**src/rtl/frog_tone_player.sv**
```systemverilog
// frog_tone_player: plays a four-note win/lose jingle as a square wave on each start request
//
// Ports:
//    clk           - system clock
//    resetN        - asynchronous active-low reset
//    enable_sound  - sound request level; a rising edge starts a melody when idle
//    sound_freq_in - melody select: 0 = lose (descending), 1 = win (ascending), others ignored
//    tone_out      - square-wave audio output, low between melodies and at each note start
//    busy          - high while a melody is playing
//    note_idx      - index of the note currently playing (0..3)
//    done          - one-cycle pulse in the final cycle of the last note
//
// Optional feature: define TONE_GAP_EN to insert GAP_LEN silent cycles between notes.
module frog_tone_player #(
   parameter int NOTE_LEN = 12500000,
   parameter int GAP_LEN  = 2500000,
   parameter int HP_SHIFT = 0
) (
   input  logic       clk,
   input  logic       resetN,
   input  logic       enable_sound,
   input  logic [9:0] sound_freq_in,
   output logic       tone_out,
   output logic       busy,
   output logic [1:0] note_idx,
   output logic       done
);

   if (NOTE_LEN < 1 || GAP_LEN < 1) begin : g_bad_params
      $error("frog_tone_player: NOTE_LEN and GAP_LEN must be at least 1");
   end

   typedef enum logic [1:0] {
      IDLE,
      PLAY
`ifdef TONE_GAP_EN
      , GAP
`endif
   } state_t;

   localparam logic [31:0] NOTE_M1 = 32'(NOTE_LEN - 1);
`ifdef TONE_GAP_EN
   localparam logic [31:0] GAP_M1 = 32'(GAP_LEN - 1);
`endif

   state_t      state_q, state_d;
   logic        sel_q, sel_d;
   logic [1:0]  note_q, note_d;
   logic [16:0] half_q, half_d;
   logic [31:0] dur_q, dur_d;
   logic        tone_q, tone_d;
   logic        en_q;
   logic        start;
   logic [16:0] hp_start, hp_cur, hp_next;

   // Half-period ROM after scaling; a shift that empties the value is clamped to 1.
   function automatic logic [16:0] hp_of(input logic win, input logic [1:0] idx);
      logic [16:0] raw;
      logic [16:0] sh;
      case ({win, idx})
         3'b100:  raw = 17'd47801;
         3'b101:  raw = 17'd37936;
         3'b110:  raw = 17'd31888;
         3'b111:  raw = 17'd23877;
         3'b000:  raw = 17'd63776;
         3'b001:  raw = 17'd75757;
         default: raw = 17'd95420;
      endcase
      sh = raw >> HP_SHIFT;
      return (sh == 17'd0) ? 17'd1 : sh;
   endfunction

   assign hp_start = hp_of(sound_freq_in[0], 2'd0);
   assign hp_cur   = hp_of(sel_q, note_q);
   assign hp_next  = hp_of(sel_q, note_q + 2'd1);
   // Only a fresh rising edge with a valid select starts a melody; en_q keeps tracking while busy.
   assign start    = enable_sound & ~en_q & (sound_freq_in[9:1] == 9'd0);

   always_comb begin
      state_d = state_q;
      sel_d   = sel_q;
      note_d  = note_q;
      half_d  = half_q;
      dur_d   = dur_q;
      tone_d  = tone_q;
      done    = 1'b0;
      case (state_q)
         IDLE: begin
            tone_d = 1'b0;
            if (start) begin
               sel_d   = sound_freq_in[0];
               note_d  = 2'd0;
               half_d  = hp_start - 17'd1;
               dur_d   = NOTE_M1;
               state_d = PLAY;
            end
         end
         PLAY: begin
            dur_d  = dur_q - 32'd1;
            half_d = (half_q == 17'd0) ? hp_cur - 17'd1 : half_q - 17'd1;
            tone_d = (half_q == 17'd0) ? ~tone_q : tone_q;
            // Note boundary wins over a coincident toggle so every note starts low.
            if (dur_q == 32'd0) begin
               tone_d = 1'b0;
               if (note_q == 2'd3) begin
                  done    = 1'b1;
                  note_d  = 2'd0;
                  state_d = IDLE;
               end else begin
`ifdef TONE_GAP_EN
                  dur_d   = GAP_M1;
                  state_d = GAP;
`else
                  note_d  = note_q + 2'd1;
                  half_d  = hp_next - 17'd1;
                  dur_d   = NOTE_M1;
`endif
               end
            end
         end
`ifdef TONE_GAP_EN
         GAP: begin
            tone_d = 1'b0;
            dur_d  = dur_q - 32'd1;
            if (dur_q == 32'd0) begin
               note_d  = note_q + 2'd1;
               half_d  = hp_next - 17'd1;
               dur_d   = NOTE_M1;
               state_d = PLAY;
            end
         end
`endif
         default: state_d = IDLE;
      endcase
   end

   // en_q resets high so a request already asserted at reset release does not start playback.
   always_ff @(posedge clk or negedge resetN) begin
      if (!resetN) begin
         state_q <= IDLE;
         sel_q   <= 1'b0;
         note_q  <= 2'd0;
         half_q  <= 17'd0;
         dur_q   <= 32'd0;
         tone_q  <= 1'b0;
         en_q    <= 1'b1;
      end else begin
         state_q <= state_d;
         sel_q   <= sel_d;
         note_q  <= note_d;
         half_q  <= half_d;
         dur_q   <= dur_d;
         tone_q  <= tone_d;
         en_q    <= enable_sound;
      end
   end

   assign tone_out = tone_q;
   assign busy     = (state_q != IDLE);
   assign note_idx = note_q;

endmodule
```
**config.mk**
```make
export PLATFORM = sky130hd
export DESIGN_NAME = frog_tone_player
export DESIGN_NICKNAME = d
export VERILOG_FILES = /design/src/rtl/frog_tone_player.sv
export SDC_FILE = /design/constraint.sdc
export NUM_CORES = 1
export LEC_CHECK = 0
export CORE_MARGIN = 4
export CORE_UTILIZATION = 55
export DETAILED_ROUTE_END_ITERATION = 6
export HOLD_SLACK_MARGIN = 0.05
export PLACE_DENSITY = 0.7
export SLEW_MARGIN = 10
export SYNTH_ARGS = -nofsm -noshare
export SYNTH_HDL_FRONTEND = slang
export SYNTH_SLANG_ARGS = --single-unit
```
**constraint.sdc**
```tcl
create_clock -name clk -period 5.4 [get_ports clk]
set_clock_uncertainty 0.2 [all_clocks]
set_input_delay 1.62 -clock clk [delete_from_list [all_inputs] [get_ports clk]]
set_output_delay 1.62 -clock clk [all_outputs]
set_load 0.03 [all_outputs]
```
==> impl.org, run 1 <==
** Outcome
- The flow ran to the end, and the final reports show no timing, DRC or antenna violations.

** STA
- Highest clock rate :: about 200 MHz
- Unrepaired setup endpoints after global routing :: no
- Worst Hold Margin :: roughly 290 ps
- At the pin with the least slew margin, the transition time is 1040 ps.
- Final critical-path required period :: 4970 ps
- Number of max-slew violations in the final report :: 0
- After layout, the worst path uses 92.1% of the clock period.
- Total negative slack :: 0 ps
- Setup violations remaining at the end of the flow were counted as 0.
- The count of final hold-check violations was 0.
- Slew Limit Headroom :: between 30 and 40%

** Power
- Across the VDD grid, the largest voltage drop is ~0.19 mV.
- In this run the power density over the cells is about 350 nW/um^2.
- Leakage Power :: roughly 1.7 nW
- The completed layout was analyzed and its total power is 0.00140 W.

** Global route
- Entering global routing, the biggest net connects 56 pins.
- Number of antenna violations at the first check in global routing :: 0
- First-pass GRT wire length :: ~17000 um
- The number of global-route vias before repair came to approximately 3200.
- GRT Overall Usage :: between 20% and 30%
- Summed over all layers, the global routing overflow is 0.

** Layout
- Leading cell type in the layout, fill and taps excluded :: sky130_fd_sc_hd__dfrtp_1
- The top cell types in the final layout, fill and taps aside, are sky130_fd_sc_hd__dfrtp_1 (54), sky130_fd_sc_hd__nand2_1 (40), sky130_fd_sc_hd__nor2_1 (37).
- Compared with the post-synthesis result, the final layout area differs by 7.73%.
- Final nets :: approximately 460
- In the final layout, the share of cells above drive strength 1 is under 10%.
- At the end of the flow the core is filled with cells to 62.3%.
- 0 antenna diodes ended up in the layout.
- After routing the design area is a little over 4000 um^2.

** Critical path
- On the critical path, the stage with the largest delay is an instance of sky130_fd_sc_hd__clkdlybuf4s50_1.
- Worst path buffer plus inverter count :: 2
- Setup slack on the worst reg-to-reg path comes out at between 1000 and 1500 ps.
- Critical path endpoint category :: output port
- Levels on crit path :: 8
- Critical setup path kind :: reg2out
- Counting cells, the worst reg-to-reg path comes to 11.
- At the worst endpoint, the required time is approximately 3600 ps.
- In this run the worst path has a maximum fanout of 8.
- Slowest stage delay, CP :: between 700 and 800 ps
- Type of origin of the critical path :: register
- Cell family contributing the most delay on the critical path :: simple AND/OR/NAND/NOR gates
- Worst Path Arrival :: ~3200 ps
- Cell Chain, Critical Path :: inv_1 > ha_1 > or4b_1 > or2_0 > nor2_1 > nand3_1 > nor3_1 > clkdlybuf4s50_1

** Floorplanning
- Standard-cell row count :: 29
- Die Width :: 90.6 um
- In this run the count of I/O pins placed on the die edge is 18.
- DIE AREA :: 8210 um^2
- The core region is between 6000 and 7000 um^2.
- Initial standard-cell utilization of the core :: ~58%
- Die Height :: ~91 um

** Clocking
- The tree is rooted in a sky130_fd_sc_hd__clkbuf_8.
- Post-CTS repair changed the size of 0 cells.
- H-tree lvl count :: 2
- CTS tree :: built
- Number of buffers created by CTS :: 5
- Number of buffers inserted to repair setup after CTS :: 0
- The number of hold buffers added after CTS was 0.
- Clock latency on the worst-skew pair, taken at its later pin, is approximately 320 ps.
- For this design, the sink count on the clock tree is 55.
- Clock-pin slew on the worst setup and hold paths :: roughly 110 ps
- Max Buffers Root-to-Sink :: 2

** Synthesis
- Post-synthesis area per instance :: ~8.5 um^2
- Share of synthesized registers carrying an async set or reset :: 100%
- EDFF count, synth :: 0
- Dominant register cell in the synthesized netlist :: sky130_fd_sc_hd__dfrtp_1
- Net Count, Synth :: about 460
- Sequential cell area fraction in the yosys report :: a little under two fifths
- Summing every instance area after synthesis gives ~3800 um^2.
- The cell count after synthesis came out at 440.
- Number of library cell types mapped by synthesis :: 65
- Total of flip-flops plus latches after synthesis :: 55
- Synth Warn # :: 0

** Hold path
- Type of the most critical hold path :: reg2reg
- WHS Path Cells :: 1

** Detailed routing
- The pre-antenna-repair detailed-routing pass consisted of 5 iterations.
- Across all layers, the routed design uses approximately 3400 vias.
- For this run, design rule violations remaining after detail routing come to 0.
- First-iteration detailed-routing DRC count :: around 340
- Final ANT Viol Nets :: 0
- After detailed routing, the average wire length per cell comes to ~19 um.
- Total length of routed wires :: a little under 10000 um
- Detailed-route vias per instance :: roughly 6.6

** Flow run
- Maximum capacitance violations :: 0

** Placement
- Port-buffer cells :: 17
- At the end of routability-driven placement, the weighted congestion stood at 0.905.
- Once detailed placement completed, the half-perimeter wirelength came to 6620 um.
- Instance area after placement :: about 4000 um^2
## cell usage after synthesis (2+ instances only)
cell,instances,area [um^2]
sky130_fd_sc_hd__and4_1,2,17.5
sky130_fd_sc_hd__nand2_1,40,150
sky130_fd_sc_hd__nand4_1,7,43.8
sky130_fd_sc_hd__dfrtp_1,54,1350
sky130_fd_sc_hd__ha_1,8,100
sky130_fd_sc_hd__a211oi_1,4,30.0
sky130_fd_sc_hd__and3_1,8,50.1
sky130_fd_sc_hd__o31ai_1,16,120
sky130_fd_sc_hd__a21oi_1,25,125
sky130_fd_sc_hd__or4_4,4,45.0
sky130_fd_sc_hd__a31oi_1,7,43.8
sky130_fd_sc_hd__o31a_1,2,17.5
sky130_fd_sc_hd__nand3_1,12,60.1
sky130_fd_sc_hd__nor3_1,22,110
sky130_fd_sc_hd__mux2i_1,5,50.1
sky130_fd_sc_hd__nand4b_1,3,26.3
sky130_fd_sc_hd__nand3b_1,4,30.0
sky130_fd_sc_hd__xor2_1,16,140
sky130_fd_sc_hd__a21o_1,7,52.6
sky130_fd_sc_hd__clkbuf_1,20,75.1
sky130_fd_sc_hd__nor2_1,37,139
sky130_fd_sc_hd__inv_1,7,26.3
sky130_fd_sc_hd__or2_2,4,25.0
sky130_fd_sc_hd__or3_1,9,56.3
sky130_fd_sc_hd__a21boi_0,2,15.0
sky130_fd_sc_hd__mux2_2,4,45.0
sky130_fd_sc_hd__o21ai_0,27,135
sky130_fd_sc_hd__o21ai_1,2,10.0
sky130_fd_sc_hd__xnor2_1,9,78.8
sky130_fd_sc_hd__a22o_1,2,17.5
sky130_fd_sc_hd__nand2b_1,4,25.0
sky130_fd_sc_hd__a2111oi_0,2,17.5
sky130_fd_sc_hd__o211ai_1,6,45.0
sky130_fd_sc_hd__nor4_1,14,87.6
sky130_fd_sc_hd__or4_1,6,45.0
sky130_fd_sc_hd__o22ai_1,3,18.8
sky130_fd_sc_hd__buf_2,8,40.0
## where the power goes
| group | internal, W | switching [W] |
|---|---|---|
| clock network | 0.0000937 | 0.000147 |
| registers | 0.000512 | 0.000130 |
| logic | 0.000213 | 0.000300 |
## kinds of logic (layout without fill, tap and decap cells)
| group | Yosys count | in the layout | share of synthesized area (%) |
|---|---|---|---|
| XOR/XNOR | 25 | 25 | 5.83 |
| AO/OA/AOI/OAI | 117 | 117 | 20.1 |
| multiplexers | 9 | 9 | 2.53 |
| AND/OR/NAND/NOR | 190 | 190 | 28.1 |
| buffers and inverters | 36 | 40 | 4.07 |
| adder cells (fa/ha/maj) | 8 | 8 | 2.67 |
| flip-flops | 55 | 55 | 36.7 |
## registers in the layout, summed over array words and instances (netlist names)
register and count:
tone_out 1, half_q 17, state_q 1, en_q 1
sel_q 1, note_idx 2, dur_q 32
## final timing paths
check / startpoint / to
min in group asynchronous: resetN / dur_q[27]$_DFFE_PN0P_
max reg2reg: note_idx[1]$_DFFE_PN0P_ / half_q[10]$_DFFE_PN0P_
min reg2reg: dur_q[26]$_DFFE_PN0P_ / dur_q[26]$_DFFE_PN0P_
max: dur_q[0]$_DFFE_PN0P_ / done
min: dur_q[26]$_DFFE_PN0P_ / dur_q[26]$_DFFE_PN0P_
max in group asynchronous: resetN / half_q[4]$_DFFE_PN0P_
## worst reg2reg max path, cell delays in order, from the launching register on
cell and delay, ps:
sky130_fd_sc_hd__dfrtp_1 500, sky130_fd_sc_hd__ha_1 400, sky130_fd_sc_hd__nand2b_1 300, sky130_fd_sc_hd__o22a_1 240, sky130_fd_sc_hd__a21oi_1 200, sky130_fd_sc_hd__ha_1 230, sky130_fd_sc_hd__or3b_1 420, sky130_fd_sc_hd__or3_1 380
sky130_fd_sc_hd__a211o_1 380, sky130_fd_sc_hd__o211ai_1 180, sky130_fd_sc_hd__a21boi_0 100, sky130_fd_sc_hd__or3_1 420
## routing by layer
layer / vias up / part of all wire [%] / track usage [%]
met5: - / 0 / 0
met4: 0 / 1.1 / 7.78
met3: 10 / 8.5 / 4.67
met2: 157 / 44 / 36.1
met1: 1631 / 47 / 36.3
li1: 1639 / - / -
## metrics by stage
step,std cells,setup slack [ps]
after floorplan,440,1220
after global placement,513,830
after detailed placement,513,794
after CTS,521,417
after global routing,521,205
final,521,429
## layout make-up
cell class | count | area (um^2)
Tap cell | 77 | 96.3
Inverter | 7 | 26.3
Timing Repair Buffer | 25 | 225
Fill cell | 567 | 2450
Sequential cell | 55 | 1380
Multi-Input combinational cell | 349 | 2230
Clock buffer | 6 | 72.6
Clock inverter | 2 | 16.3
(Power assumes the default switching activity.)
==> run 2, diff against run 1 <==
--- a/config.mk
+++ b/config.mk
@@ -5,11 +5,10 @@
 export SDC_FILE = /design/constraint.sdc
 export NUM_CORES = 1
 export LEC_CHECK = 0
-export CORE_MARGIN = 4
+export CORE_MARGIN = 2
 export CORE_UTILIZATION = 55
 export DETAILED_ROUTE_END_ITERATION = 6
-export HOLD_SLACK_MARGIN = 0.05
-export PLACE_DENSITY = 0.7
+export PLACE_DENSITY = 0.78
 export SLEW_MARGIN = 10
 export SYNTH_ARGS = -nofsm -noshare
 export SYNTH_HDL_FRONTEND = slang
==> run 2 against run 1 <==
Compared with the run above: via count increased by 2.2%; sequential power about the same; global-route usage increased by 2.9 points; wire length decreased by 2.0%; non-clock buffer count decreased by 1; count of clock-buffer cells in the layout increased by 1; combinational power about the same; sequential share of layout area increased by 0.095 points; clock power decreased by 6%; die area decreased by 8.6%; largest cell class unchanged.
==> impl.org, run 2 (synthesized netlist as in run 1, its figures left out) <==
** Outcome
- The flow ran to the end, and the final reports show no timing, DRC or antenna violations.

** Clocking
- Counting every sink on the clock net gives 55.
- In this run the number of H-tree levels came out at 2.
- CTS root buf :: sky130_fd_sc_hd__clkbuf_8
- Max Buffers Root-to-Sink :: 2
- Clock latency on the worst-skew pair, taken at its later pin, is 310 ps.
- CTS tree :: built
- After clock tree synthesis, the repair step resized 0 gates.
- The number of clock buffers added by TritonCTS is 5.
- After clock tree synthesis, the clock-pin slew on the worst setup and hold paths is roughly 100 ps.
- Post-cts hold buffer count :: 0
- Number of buffers inserted to repair setup after CTS :: 0

** Critical path
- For this design, the slowest cell found on the critical path is sky130_fd_sc_hd__clkdlybuf4s50_1.
- The worst setup path is captured at an output port.
- Traced cell by cell, the critical path runs through inv_1 > ha_1 > or4b_1 > or2_0 > nor2_1 > nand3_1 > nor3_1 > clkdlybuf4s50_1.
- Critical Path Fanout Max :: 8
- Crit path required time :: around 3600 ps
- Critical setup path kind :: reg2out
- Data on the critical path arrives at its endpoint at about 3100 ps.
- Slowest stage delay, CP :: slightly above 700 ps
- Type of origin of the critical path :: register

** Layout
- Leaving out fill and tap cells, the most frequent cell in the layout is sky130_fd_sc_hd__dfrtp_1.
- Most frequent cells in the layout :: sky130_fd_sc_hd__dfrtp_1 (54), sky130_fd_sc_hd__nand2_1 (40), sky130_fd_sc_hd__nor2_1 (37)
- The layout has roughly 600 filler cells.
- Post-route cell area :: around 4000 um^2
- The repair_antennas step left the layout with diodes totalling 0.
- Final nets :: about 460
- Largest register FFs :: 32
- Most flops, register :: dur_q
- Relative to the synthesized area, the layout overhead comes to 7.43%.
- Share of post-route cells with drive strength above 1 :: 8.13%

** Floorplanning
- In this run the horizontal extent of the chip is 86.6 um.
- Placeable Area :: between 6000 and 7000 um^2
- Number of top-level pins :: 18
- Die Height :: around 87 um
- Initial standard-cell utilization of the core :: a little under three fifths
- The die covers approximately 7500 um^2.
- Standard-cell row count :: 30

** Detailed routing
- Average wire per cell in the routed design :: 18.6 um
- Count of vias placed by the detailed router :: ~3500
- The first routing iteration left 312 violations.
- In the routed design, unresolved DRC markers number 0.
- Detailed-route vias per instance :: ~6.7
- Final ANT Viol Nets :: 0
- The first detailed-routing pass took 5 iterations.
- Summed over all layers, the routed wires come to 9720 um.

** STA
- The tightest hold path in the finished design has a slack of approximately 290 ps.
- In the final timing run, aggregate negative setup slack is 0 ps.
- Final critical-path required period :: between 4000 and 5000 ps
- Unrepaired setup endpoints after global routing :: no
- Of the available clock period, the critical path in the final layout requires slightly above 90%.
- Slew Limit Headroom :: around 36%
- Setup violations remaining at the end of the flow were counted as 0.
- Number of max-slew violations in the final report :: 0
- For this run, the top clock speed supported by timing is between 200 and 250 MHz.
- Worst-Margin Slew :: between 900 and 1000 ps
- The count of final hold-check violations was 0.

** Placement
- Instance area after placement :: between 3000 and 4000 um^2
- During placement, the flow inserted port buffers numbering 17.
- Final weighted congestion of routability-driven global placement :: around 1.0
- Summed over all nets, the half-perimeter wirelength after detailed placement is between 6000 and 7000 um.

** Global route
- The initial antenna violation count is 0.
- Maximum number of pins on one net before global-route repair :: 43
- Number of global-route vias before repair :: between 3000 and 4000
- Across every metal layer, demand over resource in global routing totals 27.5%.
- Leftover overflow at the end of global routing :: 0
- First-pass GRT wire length :: around 16000 um

** Power
- IR analysis of the VDD net gives a maximum drop of ~0.18 mV.
- Cell area power density :: roughly 340 nW/um^2
- Leakage Power :: 1.66 nW
- Overall power consumption after layout is estimated at between 0.001 and 0.0015 W.

** Hold path
- In this run the worst hold path is classified as reg2reg.

** Flow run
- Maximum capacitance violations :: 0
[run 2: cell types whose count changed in the layout (fill, tap and decap cells not counted), sizes merged]
cell and delta:
buf -1, clkbuf +1, clkinv +1, clkinvlp -1, inv -1
[run 2: cell type report]
class                           count  area, um^2  area share [%]
Clock inverter                      1        5.00           0.124
Timing Repair Buffer               24         218            5.40
Tap cell                           80         100            2.48
Clock buffer                        7        76.3            1.89
Multi-Input combinational cell    349        2230            55.3
Inverter                            7        26.3           0.652
Sequential cell                    55        1380            34.2
[run 2: report_power, final]
group	internal, W	switching, W	leakage (nW)
combinational	0.000213	0.000297	0.933
clock	0.0000916	0.000135	0.0422
sequential	0.000512	0.000132	0.685
total	0.000816	0.000564	1.66
[run 2: critical path: cells and delay by family, from the launching register on]
kind | cells | cell delay [ps]
fa+ha+maj | 1 | 230
flops | 1 | 430
buf+inv | 2 | 790
simple gates | 5 | 1380
[run 2: final timing paths]
path | start | endpoint | slack [ps] | cells after the start
min in group asynchronous | resetN | note_idx[1]$_DFFE_PN0P_ | 1150 | 1
worst min register to register | dur_q[26]$_DFFE_PN0P_ | dur_q[26]$_DFFE_PN0P_ | 290 | 1
worst min-delay path | dur_q[26]$_DFFE_PN0P_ | dur_q[26]$_DFFE_PN0P_ | 290 | 1
worst max-delay path | dur_q[0]$_DFFE_PN0P_ | done | 440 | 8
worst max register to register | note_idx[1]$_DFFE_PN0P_ | half_q[10]$_DFFE_PN0P_ | 1300 | 11
max in group asynchronous | resetN | dur_q[1]$_DFFE_PN0P_ | 3050 | 2
[run 2: metal layers]
metal  routed length (um)  GRT usage, %  part of all wire (%)
met5                    0             0                     0
met4                  330          13.9                   3.4
met3                  520          3.90                   5.3
met2                 4600          42.9                    47
met1                 4280          37.3                    44
[run 2: metrics by stage]
step	std cells	util, %	setup WS (ps)
finish	523	60.4	441
global route	523	60.4	220
CTS	523	60.4	416
detailed placement	515	59.1	755
global placement	515	59.1	825
floorplan	440	-	1220
